==> src/rtl/uart_arb_pkg.sv <==
// Shared types and constants for the UART transmit arbiter.
// Optional busy-timeout feature is enabled by defining UART_ARB_TIMEOUT_EN.
package uart_arb_pkg;

    localparam int BYTE_W           = 8;
    localparam int BUSY_TIMEOUT_DEF = 15;

    typedef enum logic [1:0] {
        IDLE      = 2'd0,
        LAUNCH    = 2'd1,
        WAIT_BUSY = 2'd2,
        WAIT_DONE = 2'd3
    } arb_state_t;

endpackage

==> src/rtl/uart_tx_arbiter_rr_pick.sv <==
// Combinational round-robin search: returns the first set request bit found
// starting just above last_id and wrapping modulo NUM_REQ.
module rr_pick
    import uart_arb_pkg::*;
#(
    parameter int NUM_REQ = 4,
    parameter int IDW     = 2
) (
    input  logic [NUM_REQ-1:0] req,
    input  logic [IDW-1:0]     last_id,
    output logic [IDW-1:0]     win,
    output logic               any_valid
);

    logic [IDW-1:0] idx_s;
    logic           found_s;

    // Walk the requesters in rotating priority order; the first hit wins.
    always_comb begin
        win       = {IDW{1'b0}};
        found_s   = 1'b0;
        idx_s     = {IDW{1'b0}};
        any_valid = |req;
        for (int k = 1; k <= NUM_REQ; k++) begin
            idx_s = IDW'((int'(last_id) + k) % NUM_REQ);
            if (!found_s && req[idx_s]) begin
                found_s = 1'b1;
                win     = idx_s;
            end else begin
                found_s = found_s;
            end
        end
    end

endmodule

==> src/rtl/uart_tx_arbiter.sv <==
// Round-robin arbiter/sequencer sharing one UART transmitter between NUM_REQ
// byte requesters. One byte is accepted per grant, launched with a single-cycle
// TXDATA_VALID, and the next grant waits until the transmitter has gone busy
// and idle again. Parity configuration is latched at grant time.
// Define UART_ARB_TIMEOUT_EN to add a watchdog on the transmitter going busy
// (timeout_err output, BUSY_TIMEOUT parameter).
module uart_tx_arbiter
    import uart_arb_pkg::*;
#(
    parameter int NUM_REQ = 4,
    parameter int IDW     = 2
`ifdef UART_ARB_TIMEOUT_EN
    ,
    parameter int BUSY_TIMEOUT = BUSY_TIMEOUT_DEF
`endif
) (
    input  logic                      clk,
    input  logic                      ARST,
    input  logic [NUM_REQ-1:0]        req_valid,
    input  logic [BYTE_W*NUM_REQ-1:0] req_data,
    output logic [NUM_REQ-1:0]        req_ready,
    input  logic                      cfg_par_en,
    input  logic                      cfg_par_typ,
    output logic [BYTE_W-1:0]         TX_P_DATA,
    output logic                      TXDATA_VALID,
    output logic                      TX_PAR_EN,
    output logic                      TX_PAR_TYP,
    input  logic                      TX_BUSY,
    output logic [IDW-1:0]            grant_id,
    output logic                      arb_busy
`ifdef UART_ARB_TIMEOUT_EN
    ,
    output logic                      timeout_err
`endif
);

`ifdef UART_ARB_TIMEOUT_EN
    localparam int TO_RAW = $clog2(BUSY_TIMEOUT + 1);
    localparam int TO_W   = (TO_RAW < 4) ? 4 : TO_RAW;
    logic [TO_W-1:0] cnt_r;
`endif

    arb_state_t     state_r;
    logic [IDW-1:0] last_id_r;
    logic [IDW-1:0] win_s;
    logic           any_valid_s;
    logic           grant_s;

    rr_pick #(
        .NUM_REQ (NUM_REQ),
        .IDW     (IDW)
    ) u_rr_pick (
        .req       (req_valid),
        .last_id   (last_id_r),
        .win       (win_s),
        .any_valid (any_valid_s)
    );

    // A grant needs an idle arbiter, an idle transmitter and a pending byte.
    assign grant_s = (state_r == IDLE) && any_valid_s && !TX_BUSY;

    // Accept pulse to the winner in the grant cycle; forced low during reset.
    always_comb begin
        req_ready = {NUM_REQ{1'b0}};
        if (grant_s && !ARST) begin
            req_ready[win_s] = 1'b1;
        end else begin
            req_ready = {NUM_REQ{1'b0}};
        end
    end

    // Frame sequencer: grant, launch, wait for busy to rise, wait for busy to fall.
    always_ff @(posedge clk or posedge ARST) begin
        if (ARST) begin
            state_r      <= IDLE;
            last_id_r    <= IDW'(NUM_REQ - 1);
            TX_P_DATA    <= {BYTE_W{1'b0}};
            TXDATA_VALID <= 1'b0;
            TX_PAR_EN    <= 1'b0;
            TX_PAR_TYP   <= 1'b0;
            grant_id     <= {IDW{1'b0}};
            arb_busy     <= 1'b0;
`ifdef UART_ARB_TIMEOUT_EN
            cnt_r        <= {TO_W{1'b0}};
            timeout_err  <= 1'b0;
`endif
        end else begin
            TXDATA_VALID <= 1'b0;
`ifdef UART_ARB_TIMEOUT_EN
            timeout_err  <= 1'b0;
`endif
            case (state_r)
                IDLE: begin
                    if (grant_s) begin
                        TX_P_DATA    <= req_data[win_s*BYTE_W +: BYTE_W];
                        TX_PAR_EN    <= cfg_par_en;
                        TX_PAR_TYP   <= cfg_par_typ;
                        grant_id     <= win_s;
                        last_id_r    <= win_s;
                        TXDATA_VALID <= 1'b1;
                        arb_busy     <= 1'b1;
                        state_r      <= LAUNCH;
                    end else begin
                        arb_busy     <= 1'b0;
                        state_r      <= IDLE;
                    end
                end
                LAUNCH: begin
                    arb_busy <= 1'b1;
                    state_r  <= WAIT_BUSY;
`ifdef UART_ARB_TIMEOUT_EN
                    cnt_r    <= {TO_W{1'b0}};
`endif
                end
                WAIT_BUSY: begin
                    if (TX_BUSY) begin
                        arb_busy <= 1'b1;
                        state_r  <= WAIT_DONE;
                    end
`ifdef UART_ARB_TIMEOUT_EN
                    else if (cnt_r == TO_W'(BUSY_TIMEOUT - 1)) begin
                        arb_busy    <= 1'b0;
                        timeout_err <= 1'b1;
                        state_r     <= IDLE;
                    end else begin
                        cnt_r    <= cnt_r + {{(TO_W-1){1'b0}}, 1'b1};
                        arb_busy <= 1'b1;
                        state_r  <= WAIT_BUSY;
                    end
`else
                    else begin
                        arb_busy <= 1'b1;
                        state_r  <= WAIT_BUSY;
                    end
`endif
                end
                WAIT_DONE: begin
                    if (!TX_BUSY) begin
                        arb_busy <= 1'b0;
                        state_r  <= IDLE;
                    end else begin
                        arb_busy <= 1'b1;
                        state_r  <= WAIT_DONE;
                    end
                end
                default: begin
                    arb_busy <= 1'b0;
                    state_r  <= IDLE;
                end
            endcase
        end
    end

endmodule

==> config.mk <==
export PLATFORM = sky130hd
export DESIGN_NAME = uart_tx_arbiter
export DESIGN_NICKNAME = d
export VERILOG_FILES = /design/src/rtl/uart_arb_pkg.sv /design/src/rtl/uart_tx_arbiter_rr_pick.sv /design/src/rtl/uart_tx_arbiter.sv
export SDC_FILE = /design/constraint.sdc
export NUM_CORES = 1
export LEC_CHECK = 0
export ABC_AREA = 1
export CAP_MARGIN = 20
export CORE_MARGIN = 3
export CORE_UTILIZATION = 43
export DETAILED_ROUTE_END_ITERATION = 6
export GPL_TIMING_DRIVEN = 1
export PLACE_DENSITY = 0.85
export SETUP_SLACK_MARGIN = 0.1
export SLEW_MARGIN = 25
export SYNTH_ARGS = -nofsm -noshare
export SYNTH_HDL_FRONTEND = slang
export SYNTH_SLANG_ARGS = --single-unit
export TNS_END_PERCENT = 100
==> constraint.sdc <==
create_clock -name clk -period 3.2 [get_ports clk]
set_input_delay 0.96 -clock clk [delete_from_list [all_inputs] [get_ports clk]]
set_output_delay 0.96 -clock clk [all_outputs]
set_load 0.02 [all_outputs]
==> reports/results.tsv <==
metric	value	unit
result of the run	finished clean	
share of the synthesized area in compound gates (AO/OA/AOI/OAI)	3.32	%
Worst Clk Skew	0.000571	ns
net total in the final layout	345	
Placed Cells	329	
number of buffers on the longest clock path	2	
area overhead of the layout relative to synthesis	65.5	%
remaining number of nets flagged by the antenna check after routing	0	
buffer cell driving the clock tree root	sky130_fd_sc_hd__clkbuf_4	
number of flops mapped to enable cells by yosys	0	
number of vias per cell after detailed routing	5.00	
1st-iter DRT viols	96	
clock-pin slew of the registers on the worst-case setup and hold paths	0.09	ns
length of the first detailed-routing pass in iterations	4	
Worst IR Drop VDD	0.806	mV
multiplexer fraction of the synthesized cell area	0	%
met1 capacity usage during global routing	27.8	%
pin slew with the least headroom to its limit	0.414	ns
clock buffer count from CTS	3	
CP endpoint kind	primary output	
worst slack, placed	-0.856	ns
unrepaired setup endpoints after global routing	true	
pwr dens	1180	nW/um^2
destination of the worst hold path	TX_PAR_EN$_DFFE_PP0P_	
highest clock frequency the design can meet	313	MHz
number of hold buffers added after CTS	0	
netlist area before placement	1470	um^2
max cap viols	0	
Yosys cell types	26	
TritonCTS clock tree	done	
largest net degree at the start of global routing	19	
mean routed wirelength per cell	13.7	um
Die H	64.4	um
via count of the first global-routing pass	1564	
core area	3150	um^2
final non-filler cell total	343	
sequential fraction of the synthesis area	30.8	%
reg-to-reg critical path endpoint	TX_P_DATA[4]$_DFFE_PP0P_	
global router's overall resource usage	21.5	%
htree depth	1	
Port Buffers	58	
endpoint required time on the critical path	2.24	ns
count of filler cells inserted in the layout	227	
dominant combinational cell family by area after synthesis	simple AND/OR/NAND/NOR gates	
wire length of the first global-routing pass	7.11	mm
internal reg-to-reg setup slack	0.96	ns
final worst slack	0.00754	ns
Net Count, Synth	266	
Starting Density	46.6	%
number of sinks driven by the clock tree	18	
max_slew headroom	72.1	%
Avg Inst Size Synth	6.65	um^2
hold path depth	2	
data arrival time of the critical path	2.23	ns
min Tclk post-route	3.19	ns
post-synthesis share of cell area spent on full adders, half adders and majority gates	3.41	%
multi-input logic area	1030	um^2
number of top-level design ports	59	
Residual DRC	0	
max-slew violation total from the final report	0	
area enclosed by the die boundary	4150	um^2
Critical R2R Launch	last_id_r[0]$_DFFE_PP1P_	
clock insertion delay at the later pin of the skew report	0.28	ns
min-delay src	TX_PAR_EN$_DFFE_PP0P_	
kind of critical path	input port to primary output	
via count	1715	
worst min-delay path class	flip-flop to flip-flop	
warnings from Yosys	0	
worst hold margin	0.493	ns
antenna cell count	0	
Total Wirelength	4.70	mm
Final period util	99.8	%
post-synthesis simple-gate area fraction	52.0	%
Post-Synth XOR/XNOR Area	0	%
dominant register cell in the synthesized netlist	sky130_fd_sc_hd__dfrtp_1	
HPWL after detailed placement	3.08	mm
number of hold violations in the final report	0	
area taken by flip-flops and latches	453	um^2
final setup violating endpoints	0	
fraction of layout instances using a drive strength above 1	33.1	%
Synth Instances	221	
cell count of the worst reg-to-reg path	18	
count of state elements after synthesis	18	
leakage power of the design	1.23	nW
GR Util met2	37.0	%
global routing met3 resource utilization	2.43	%
routability cong.	0.830	
number of standard-cell rows in the floorplan	20	
startpoint kind of the worst setup timing path	input port	
critical path peak fanout	4	
busiest layer in global routing	met2	
antenna violations before repair	0	
global route total overflow	0	
async set-reset flop share out of synthesis	100	%
die width	64.4	um
## through the flow
| stage | util [%] | area (um^2) | power [mW] | TNS [ns] |
|---|---|---|---|---|
| CTS | 72.5 | 2280 | 2.62 | 0 |
| global route | 77.1 | 2430 | 3.12 | -0.147 |
| finish | 77.1 | 2430 | 2.88 | 0 |
| global placement | 67.7 | 2130 | 2.27 | -3.21 |
| floorplan | - | 1470 | 1.82 | -0.0389 |
| detailed placement | 67.7 | 2130 | 2.31 | -3.36 |
## power breakdown
group	total (mW)	leakage (nW)	internal (mW)	switching (mW)
registers	0.413	0.223	0.344	0.0691
clock network	0.135	0.0210	0.0693	0.0656
logic	2.33	0.990	0.941	1.39
## registers in the layout, indices dropped and copies added (netlist names)
name	count
TXDATA_VALID	1
TX_PAR_EN	1
last_id_r	2
TX_PAR_TYP	1
state_r	2
arb_busy	1
grant_id	2
TX_P_DATA	8
## worst max-delay path by stage
stage	depth (start not counted)	to	slack, ns	start
3_5_place_dp	12	req_ready[0]	-0.86	req_valid[0]
4_1_cts	12	req_ready[2]	0.08	req_valid[3]
3_3_place_gp	12	req_ready[1]	-0.82	req_valid[0]
6_report	12	req_ready[2]	0.008	req_valid[3]
5_1_grt	14	req_ready[2]	-0.06	last_id_r[0]$_DFFE_PP1P_
2_1_floorplan	10	req_ready[1]	-0.02	req_valid[3]
## routing by layer
metal	vias to the layer above	share of wire, %
li1	842	-
met1	787	41
met2	70	51
met3	16	5.3
met4	0	2.8
met5	-	0
## critical path, cell delays in order
cell	delay (ns)
sky130_fd_sc_hd__buf_6	0.10
sky130_fd_sc_hd__buf_4	0.13
sky130_fd_sc_hd__nand2_1	0.07
sky130_fd_sc_hd__nand3_2	0.08
sky130_fd_sc_hd__nand2_2	0.13
sky130_fd_sc_hd__nor2_2	0.06
sky130_fd_sc_hd__nor2_2	0.15
sky130_fd_sc_hd__nand2_4	0.09
sky130_fd_sc_hd__nand2_8	0.09
sky130_fd_sc_hd__inv_4	0.05
sky130_fd_sc_hd__nor3_4	0.18
sky130_fd_sc_hd__buf_6	0.14
## logic make-up (layout without fill, tap and decap cells)
group           after synthesis  after routing
compound gates                9              9
fa+ha+maj                     4              4
buf+inv                      24            102
flops                        18             18
simple gates                166            166
## what timing repair did
item | CTS | global route
resized for setup | 73 | 26
setup buffers | 4 | 6
pin swaps | 29 | 15
setup endpoints to repair | 4 | 4
## Yosys cell counts (all sizes together) (2+ instances only)
cell | instances | share of area (%)
dfstp | 2 | 3.6
o21ai | 6 | 2.0
nor2 | 7 | 2.6
a21oi | 3 | 1.3
clkbuf | 2 | 0.77
inv | 15 | 4.0
dfrtp | 16 | 27
ha | 4 | 3.4
nand3 | 23 | 7.8
nand2 | 130 | 39
buf | 7 | 5.6
nor3 | 5 | 2.0
## layout make-up
cell class | instances | area share [%]
inverter | 15 | 2.62
timing repair buffer | 83 | 32.6
multi-input combinational | 179 | 42.4
clock buffer | 4 | 1.49
tap | 44 | 2.26
sequential | 18 | 18.6
## placed cells by master, fill, tap and decap left out
cell	instances
sky130_fd_sc_hd__nor2_4	4
sky130_fd_sc_hd__nor2_1	1
sky130_fd_sc_hd__dfrtp_1	16
sky130_fd_sc_hd__clkbuf_4	3
sky130_fd_sc_hd__nor3_2	2
sky130_fd_sc_hd__nand3_2	3
sky130_fd_sc_hd__dfstp_2	2
sky130_fd_sc_hd__a21oi_2	1
sky130_fd_sc_hd__nand2_1	95
sky130_fd_sc_hd__inv_4	1
sky130_fd_sc_hd__a21oi_4	1
sky130_fd_sc_hd__buf_6	12
sky130_fd_sc_hd__nand3_1	18
sky130_fd_sc_hd__a21oi_1	1
sky130_fd_sc_hd__o21ai_0	6
sky130_fd_sc_hd__nor2_2	2
sky130_fd_sc_hd__nand2_8	1
sky130_fd_sc_hd__ha_1	4
sky130_fd_sc_hd__nor3_4	3
sky130_fd_sc_hd__clkinv_4	1
sky130_fd_sc_hd__clkdlybuf4s50_1	49
sky130_fd_sc_hd__dlygate4sd2_1	1
sky130_fd_sc_hd__inv_1	8
sky130_fd_sc_hd__nand3_4	2
sky130_fd_sc_hd__nor4_1	1
sky130_fd_sc_hd__buf_4	21
sky130_fd_sc_hd__inv_2	5
sky130_fd_sc_hd__nand2_2	26
sky130_fd_sc_hd__clkbuf_8	1
sky130_fd_sc_hd__nand2_4	8
No activity file was read; power rests on OpenSTA's default activity.
